$ cat src/rtl/apb_timeout_slice.sv
// apb_timeout_slice: APB pass-through slice that bounds downstream ACCESS time
// and answers upstream with PSLVERR when the peripheral never becomes ready.
module apb_timeout_slice #(
   parameter int ADDR_WIDTH     = 32,
   parameter int DATA_WIDTH     = 32,
   parameter int TIMEOUT_CYCLES = 256
) (
   input  logic                  clk_i,
   input  logic                  rst_ni,
   input  logic                  slv_psel_i,
   input  logic                  slv_penable_i,
   input  logic                  slv_pwrite_i,
   input  logic [ADDR_WIDTH-1:0] slv_paddr_i,
   input  logic [DATA_WIDTH-1:0] slv_pwdata_i,
   output logic [DATA_WIDTH-1:0] slv_prdata_o,
   output logic                  slv_pready_o,
   output logic                  slv_pslverr_o,
   output logic                  mst_psel_o,
   output logic                  mst_penable_o,
   output logic                  mst_pwrite_o,
   output logic [ADDR_WIDTH-1:0] mst_paddr_o,
   output logic [DATA_WIDTH-1:0] mst_pwdata_o,
   input  logic [DATA_WIDTH-1:0] mst_prdata_i,
   input  logic                  mst_pready_i,
   input  logic                  mst_pslverr_i,
   output logic                  timeout_o,
   output logic [15:0]           timeout_cnt_o,
   input  logic                  timeout_clr_i
);
   localparam int CW = (TIMEOUT_CYCLES > 2) ? $clog2(TIMEOUT_CYCLES) : 1;

   if (TIMEOUT_CYCLES < 2) begin : g_bad_timeout
      $error("apb_timeout_slice: TIMEOUT_CYCLES must be at least 2");
   end

   typedef enum logic [1:0] {IDLE, SETUP, ACCESS, RESP} state_t;

   state_t                r_state;
   state_t                w_next;
   logic [ADDR_WIDTH-1:0] r_addr;
   logic [DATA_WIDTH-1:0] r_wdata;
   logic                  r_write;
   logic [CW-1:0]         r_wait;
   logic [DATA_WIDTH-1:0] r_prdata;
   logic                  r_pslverr;
   logic                  r_to;
   logic [15:0]           r_tcnt;
   logic                  w_expire;
   logic                  w_resp;
   logic                  w_to_inc;
   logic                  w_unused;

   // upstream PENABLE carries no information this slice needs
   assign w_unused = slv_penable_i;

   assign w_expire = !mst_pready_i && (r_wait == CW'(TIMEOUT_CYCLES - 1));
   assign w_resp   = (r_state == RESP);
   assign w_to_inc = w_resp && r_to;

   always_ff @(posedge clk_i or negedge rst_ni) begin
      if (!rst_ni) r_state <= IDLE;
      else         r_state <= w_next;
   end

   always_comb begin
      w_next = r_state;
      unique case (r_state)
         IDLE:    w_next = slv_psel_i ? SETUP : IDLE;
         SETUP:   w_next = ACCESS;
         ACCESS:  w_next = (mst_pready_i || w_expire) ? RESP : ACCESS;
         RESP:    w_next = IDLE;
         default: w_next = IDLE;
      endcase
   end

   always_ff @(posedge clk_i or negedge rst_ni) begin
      if (!rst_ni) begin
         r_addr    <= '0;
         r_wdata   <= '0;
         r_write   <= 1'b0;
         r_wait    <= '0;
         r_prdata  <= '0;
         r_pslverr <= 1'b0;
         r_to      <= 1'b0;
      end else begin
         if (r_state == IDLE && slv_psel_i) begin
            r_addr  <= slv_paddr_i;
            r_wdata <= slv_pwdata_i;
            r_write <= slv_pwrite_i;
            r_to    <= 1'b0;
         end
         if (r_state == SETUP) r_wait <= '0;
         // a ready peripheral on the last allowed cycle beats the timeout
         if (r_state == ACCESS) begin
            if (mst_pready_i) begin
               r_prdata  <= mst_prdata_i;
               r_pslverr <= mst_pslverr_i;
            end else if (w_expire) begin
               r_prdata  <= '0;
               r_pslverr <= 1'b1;
               r_to      <= 1'b1;
            end else begin
               r_wait <= r_wait + 1'b1;
            end
         end
      end
   end

   always_ff @(posedge clk_i or negedge rst_ni) begin
      if (!rst_ni)                               r_tcnt <= '0;
      else if (timeout_clr_i)                    r_tcnt <= {15'd0, w_to_inc};
      else if (w_to_inc && r_tcnt != 16'hFFFF)   r_tcnt <= r_tcnt + 16'd1;
   end

   assign mst_psel_o    = (r_state == SETUP) || (r_state == ACCESS);
   assign mst_penable_o = (r_state == ACCESS);
   assign mst_paddr_o   = r_addr;
   assign mst_pwdata_o  = r_wdata;
   assign mst_pwrite_o  = r_write;
   assign slv_pready_o  = w_resp;
   assign slv_prdata_o  = w_resp ? r_prdata : '0;
   assign slv_pslverr_o = w_resp && r_pslverr;
   assign timeout_o     = w_to_inc;
   assign timeout_cnt_o = r_tcnt;
endmodule

$ cat config.mk
export PLATFORM = sky130hd
export DESIGN_NAME = apb_timeout_slice
export DESIGN_NICKNAME = d
export VERILOG_FILES = /design/src/rtl/apb_timeout_slice.sv
export SDC_FILE = /design/constraint.sdc
export NUM_CORES = 1
export LEC_CHECK = 0
export BUFFER_PORTS_ARGS = -buffer_cell sky130_fd_sc_hd__buf_2
export CAP_MARGIN = 20
export CORE_ASPECT_RATIO = 0.7
export CORE_MARGIN = 4
export CORE_UTILIZATION = 43
export CTS_CLUSTER_SIZE = 25
export DETAILED_ROUTE_END_ITERATION = 6
export PLACE_DENSITY_LB_ADDON = 0.12
export SLEW_MARGIN = 20
export SYNTH_ARGS = -nofsm -noshare
export SYNTH_HDL_FRONTEND = slang
export SYNTH_SLANG_ARGS = --single-unit
$ cat constraint.sdc
create_clock -name clk_i -period 1.65 [get_ports clk_i]
set_input_delay 0.33 -clock clk_i [delete_from_list [all_inputs] [get_ports clk_i]]
set_output_delay 0.33 -clock clk_i [all_outputs]
set_load 0.01 [all_outputs]
Word-level counts from Yosys, hierarchy flattened
Cells that the tools add are included.
{"block": "word_totals", "regBits": 125, "output_inout_bits": 118, "wordCells": 46}
{"block": "classes", "addsub": 2, "n_eq_ne": 5, "n_mux": 18, "n_reduce_logical": 12}
{"cell": "2-to-1 mux 32 bit", "count": 3}
{"cell": "2-to-1 mux 16 bit", "count": 2}
{"cell": "2-to-1 mux 8 bit", "count": 4}
{"cell": "adder 16 x 1 -> 16 bit (second input constant)", "count": 1}
{"cell": "!= test 16 bit (second input constant)", "count": 1}
{"cell": "adder 8 x 1 -> 8 bit (second input constant)", "count": 1}
{"cell": "== test 8 bit (second input constant)", "count": 1}
{"cell": "2-to-1 mux 1 bit", "count": 8}
{"cell": "case mux 2 bit (4 select lines)", "count": 1}
{"cell": "logical AND 1 bit", "count": 5}
{"cell": "== test 2 bit (second input constant)", "count": 2}
{"cell": "nonzero test 2 bit", "count": 2}
{"cell": "== test 2 x 1 -> 1 bit (second input constant)", "count": 1}
{"cell": "logical NOT 2 bit", "count": 1}
{"cell": "logical OR 1 bit", "count": 2}
{"cell": "AND reduction 2 bit", "count": 1}
{"cell": "logical NOT 1 bit", "count": 1}

Depth between registers and ports, before layout
{"block": "logic_depth", "word_depth": 6, "mapped_depth": 6, "mapped_depth_nobuf": 6}

Worst setup path before layout
OpenSTA, ideal clock, no wires.
{"block": "synth_timing", "path_kind": "reg2reg", "from": "reg r_state[0]", "to": "reg r_wait[3]", "setup_ns": 0.126, "t_arrival_ns": 1.675, "required_time_ns": 1.524, "path_slack_ns": -0.151, "stages_incl_launch_ff": 7, "n_path_buf": 0, "synth_period_minus_slack_ns": 1.801, "path_cell_list": "dfrtp_1 inv_1 ha_1 nor2b_1 o21a_1 nor2_1 a221o_1"}
{"element": "start: declaration", "line_no": "38", "source": "state_t r_state;"}
{"element": "start signal: assignment", "line_no": "62", "source": "else r_state <= w_next;"}
{"element": "== test 2 bit"}
{"element": "via mst_penable_o", "line_no": "19", "source": "output logic mst_penable_o,"}
{"element": "2-to-1 mux 8 bit", "line_no": "94", "source": "if (r_state == ACCESS) begin"}
{"element": "end signal: assignment", "line_no": "103", "source": "r_wait <= r_wait + 1'b1;"}
{"element": "end: declaration", "line_no": "43", "source": "logic [CW-1:0] r_wait;"}
The timed path passes the listed nets, and every way through them passes these cells.
A chain may end at the register's enable or synchronous reset.

Final worst setup path
{"block": "layout_timing", "from": "reg r_state[0]", "to": "reg r_tcnt[9] (netlist: timeout_cnt_o[9])"}
{"block": "layout_via", "elab_chain_cells": 4}
{"element": "== test 2 bit", "line_no": "57", "source": "assign w_resp = (r_state == RESP);"}
{"element": "logical AND 1 bit", "line_no": "58", "source": "assign w_to_inc = w_resp && r_to;"}
{"element": "logical AND 1 bit", "line_no": "112", "source": "else if (w_to_inc && r_tcnt != 16'hFFFF) r_tcnt <= r_tcnt + 16'd1;"}
{"element": "nonzero test 2 bit (no line)"}
{"element": "end signal: assignment", "line_no": "111", "source": "else if (timeout_clr_i) r_tcnt <= {15'd0, w_to_inc};"}
{"element": "end signal: assignment", "line_no": "112"}
{"element": "end: declaration", "line_no": "47", "source": "logic [15:0] r_tcnt;"}
No other way between the ends.

==> flow_summary.html <==
<table>
<tr><th>Metric</th><th>Value</th></tr>
<tr><th colspan="2">Status</th></tr>
<tr><td>Outcome</td><td>finished with violations</td></tr>
<tr><td>Violated checks</td><td>setup timing</td></tr>
<tr><th colspan="2">Floorplan</th></tr>
<tr><td>Area of the core region</td><td>0.0119 sq mm</td></tr>
<tr><td>Overall die height</td><td>101 um</td></tr>
<tr><td>Row Count</td><td>33</td></tr>
<tr><td>Die span in x</td><td>141 um</td></tr>
<tr><td>Area of the die</td><td>0.0143 sq mm</td></tr>
<tr><td>Initial core utilization</td><td>44.9%</td></tr>
<tr><td>Ports</td><td>222</td></tr>
<tr><th colspan="2">GRT</th></tr>
<tr><td>Met2 GRT Util</td><td>32.1%</td></tr>
<tr><td>Total global-route track usage</td><td>between 10% and 20%</td></tr>
<tr><td>Largest net degree at the start of global routing</td><td>37</td></tr>
<tr><td>Initial antenna violation count</td><td>0</td></tr>
<tr><td>Leftover overflow at the end of global routing</td><td>0</td></tr>
<tr><td>Global-route wire length before repair</td><td>about 23 mm</td></tr>
<tr><td>Most crowded layer after global routing</td><td>met2</td></tr>
<tr><td>Global-route met1 utilization</td><td>26.0%</td></tr>
<tr><td>Number of global-route vias before repair</td><td>4571</td></tr>
<tr><td>Routing usage on met3</td><td>6.42%</td></tr>
<tr><th colspan="2">Final layout</th></tr>
<tr><td>Final nets</td><td>around 800</td></tr>
<tr><td>P&amp;R area growth vs syn</td><td>53.7%</td></tr>
<tr><td>Diode insertion count for antenna repair</td><td>0</td></tr>
<tr><td>Proportion of layout cells with a drive suffix above 1</td><td>64.2%</td></tr>
<tr><th colspan="2">Logic synthesis</th></tr>
<tr><td>Mapped cell area</td><td>0.00536 sq mm</td></tr>
<tr><td>Area fraction of the dominant cell type after synthesis</td><td>around three fifths</td></tr>
<tr><td>Commonest register cell after synthesis</td><td>dfrtp_1</td></tr>
<tr><td>Top cell type by total area after synthesis</td><td>dfrtp_1</td></tr>
<tr><td>Average cell area after synthesis</td><td>13.0 sq um</td></tr>
<tr><td>Instance count of the mapped netlist</td><td>413</td></tr>
<tr><td>Portion of the post-synthesis area used by sequential elements</td><td>58.3%</td></tr>
<tr><td>Number of warnings printed during yosys synthesis</td><td>0</td></tr>
<tr><td>Share of async-settable or async-resettable flops after synthesis</td><td>100%</td></tr>
<tr><td>Count of distinct cell types in the synthesized netlist</td><td>slightly above 50</td></tr>
<tr><td>Most used standard cells in the synthesized netlist</td><td>dfrtp_1 (125), mux2_2 (67), and2_1 (35), a22o_1 (33)</td></tr>
<tr><td>Cell with the most instances after synthesis</td><td>dfrtp_1</td></tr>
<tr><td>Number of nets produced by synthesis</td><td>roughly 520</td></tr>
<tr><td>EDFF count, synth</td><td>0</td></tr>
<tr><td>Biggest area contributors in the synthesized netlist</td><td>dfrtp_1 (58%), mux2_2 (14%), a22o_1 (5.4%), and2_1 (4.1%), ha_1 (1.6%)</td></tr>
<tr><td>Synthesized flop and latch total</td><td>about 130</td></tr>
<tr><th colspan="2">Placed design</th></tr>
<tr><td>IO Port Bufs</td><td>220</td></tr>
<tr><td>Worst slack, placed</td><td>-29.4 ps</td></tr>
<tr><td>Weighted congestion at the end of routability-driven global placement</td><td>0.797</td></tr>
<tr><td>DPL Wire Length</td><td>between 10 and 15 mm</td></tr>
<tr><th colspan="2">Route</th></tr>
<tr><td>Ratio of routed vias to standard cells</td><td>5.20</td></tr>
<tr><td>Routed length per placed instance</td><td>between 15 and 20 um</td></tr>
<tr><td>Total number of vias</td><td>4469</td></tr>
<tr><td>Starting DRC count in detailed routing</td><td>230</td></tr>
<tr><td>DRC violation count after routing</td><td>0</td></tr>
<tr><td>Total Wirelength</td><td>15.0 mm</td></tr>
<tr><td>Router iterations before antenna repair</td><td>5</td></tr>
<tr><td>Number of routed nets with antenna violations</td><td>0</td></tr>
<tr><th colspan="2">Setup path</th></tr>
<tr><td>Logic depth of the worst register-to-register path</td><td>9</td></tr>
<tr><td>RR Endpoint</td><td>timeout_cnt_o[9]</td></tr>
<tr><td>Slowest cell on the critical path</td><td>dfrtp_1</td></tr>
<tr><td>Element type at the critical path end</td><td>flip-flop</td></tr>
<tr><td>Arr. time, crit path</td><td>2090 ps</td></tr>
<tr><td>WS Path Type</td><td>reg -&gt; reg</td></tr>
<tr><td>Maximum fanout along the worst path</td><td>4</td></tr>
<tr><td>Crit-path leading delay family</td><td>buffers and inverters</td></tr>
<tr><td>Number of buffer and inverter stages on the critical path</td><td>4</td></tr>
<tr><td>Delay of the slowest critical-path stage</td><td>around 400 ps</td></tr>
<tr><td>Cell breakdown of the critical path</td><td>ha_4 &gt; buf_12 &gt; nand2_8 &gt; buf_6 &gt; buf_4 &gt; buf_8 &gt; nor2_4 &gt; nand3_2 &gt; mux2_4</td></tr>
<tr><td>Crit path launch type</td><td>flip-flop</td></tr>
<tr><td>Reg2reg setup slack</td><td>-160 ps</td></tr>
<tr><td>FF-to-FF Start</td><td>r_state[0]</td></tr>
<tr><td>Data required time of the worst path</td><td>1930 ps</td></tr>
<tr><th colspan="2">CTS</th></tr>
<tr><td>TritonCTS clock tree</td><td>done</td></tr>
<tr><td>Root buffer selected by CTS</td><td>clkbuf_16</td></tr>
<tr><td>Number of buffers added by the clock tree synthesis step</td><td>17</td></tr>
<tr><td>H-tree depth</td><td>4</td></tr>
<tr><td>Clock network latency to the later pin of the worst-skew pair</td><td>400 ps</td></tr>
<tr><td>CTS clk-pin slew, worst paths</td><td>approximately 60 ps</td></tr>
<tr><td>Maximum clock path buffer count</td><td>2</td></tr>
<tr><td>Clock Sinks</td><td>125</td></tr>
<tr><th colspan="2">STA</th></tr>
<tr><td>Final sum of negative setup slack</td><td>-5710 ps</td></tr>
<tr><td>Total count of hold-check failures in the final report</td><td>0</td></tr>
<tr><td>RSZ-0062 raised after global routing</td><td>true</td></tr>
<tr><td>Worst Slack Setup Final</td><td>-162 ps</td></tr>
<tr><td>Setup violation total in the final timing report</td><td>between 50 and 60</td></tr>
<tr><td>Clock Skews</td><td>5.44 ps</td></tr>
<tr><td>Max_slew headroom</td><td>approximately 72%</td></tr>
<tr><td>Transition time at the pin with the least slew margin</td><td>417 ps</td></tr>
<tr><td>Top achievable clock speed</td><td>552 MHz</td></tr>
<tr><td>Time the final worst path needs with I/O delays and setup</td><td>1810 ps</td></tr>
<tr><td>Worst slack on hold paths</td><td>142 ps</td></tr>
<tr><td>Portion of the clock cycle consumed by the worst path in the final layout</td><td>110%</td></tr>
<tr><td>Final number of max-transition violations</td><td>0</td></tr>
<tr><th colspan="2">Hold path</th></tr>
<tr><td>Worst hold start</td><td>mst_prdata_i[14]</td></tr>
<tr><td>Worst hold endpoint</td><td>r_prdata[14]</td></tr>
<tr><td>Hold depth</td><td>2</td></tr>
<tr><td>Hold crit path type</td><td>in -&gt; reg</td></tr>
<tr><th colspan="2">Power</th></tr>
<tr><td>Power Dens Cells</td><td>1680 mW/mm^2</td></tr>
<tr><td>Leakage power of the design</td><td>4.05 nW</td></tr>
<tr><td>Power after layout</td><td>13.8 mW</td></tr>
<tr><td>Worst vdd rail ir drop</td><td>1120 uV</td></tr>
<tr><th colspan="2">Run</th></tr>
<tr><td>Number of violations of the max-capacitance limit</td><td>0</td></tr>
</table>
## worst register-to-register path: stages (launching register included)
cell and delay, ps:
dfrtp_1 400, ha_4 230, buf_12 130, nand2_8 50, buf_6 130, buf_4 130
buf_8 120, nor2_4 120, nand3_2 100, mux2_4 290
## final cells by class
cell class,count,area [sq um]
clock buffer,18,439
inverter,6,27.5
multi-input combinational,263,2400
timing repair buffer,277,1870
sequential,125,3140
clock inverter,14,169
tap,157,196
fill,882,3690
## registers in the layout, indices dropped and copies added (netlist names)
name	count
mst_pwrite_o	1
mst_pwdata_o	32
r_to	1
r_prdata	32
mst_paddr_o	32
r_wait	8
r_state	2
timeout_cnt_o	16
r_pslverr	1
## placed cells by master, fill, tap and decap left out, types with 11 or more instances in the layout
cell type and n:
buf_2 193, dfrtp_1 116, mux2_2 67, buf_4 39, a22o_1 33, buf_6 33
and2_4 26, clkbuf_16 19, nor2_1 12, nand2_1 11
## power breakdown
group	leakage, nW	internal [mW]	total [mW]	switching (mW)
registers	1.53	4.34	4.99	0.651
logic	2.23	2.80	5.05	2.25
clock network	0.284	2.41	3.79	1.37
## worst max path at each step
stage / startpoint / end / slack [ps] / cells after the start
3_3_place_gp: r_state[0] / timeout_cnt_o[14] / -0.7 / 5
4_1_cts: r_state[0] / slv_prdata_o[16] / -160 / 4
2_1_floorplan: r_state[0] / r_wait[3] / -20 / 6
6_report: r_state[0] / timeout_cnt_o[9] / -160 / 9
3_5_place_dp: r_state[0] / timeout_cnt_o[14] / -30 / 5
5_1_grt: r_state[0] / timeout_cnt_o[9] / -210 / 9
## kinds of logic after synthesis
logic type	after synthesis	synth area share (%)
flops	125	58.3
fa+ha+maj	7	1.63
simple gates	109	12.6
compound gates	77	10.9
mux	69	14.5
xor+xnor	1	0.163
buf+inv	25	1.89
## through the flow
stage               cells  area (sq um)  util [%]
finish                860          8240      69.0
floorplan             413          5420         -
detailed placement    817          7060      59.2
global placement      817          7060      59.2
CTS                   853          7800      65.4
global route          860          8240      69.0
## layer usage
metal  vias to the layer above  routed length [um]
met2                       145                7400
met5                         -                   0
met3                        17                1050
met4                         0                 172
met1                      2246                6360
li1                       2061                   -
## what timing repair did
action | in CTS | in global routing
buffers inserted | 3 | 4
pin swaps | 8 | 11
endpoints found under the setup margin | 41 | 98
hold buffers | 1 | 0
resized for setup | 20 | 75
gates cloned | 0 | 3
endpoints found under the hold margin | 22 | 0
No activity file was read; power rests on OpenSTA's default activity.
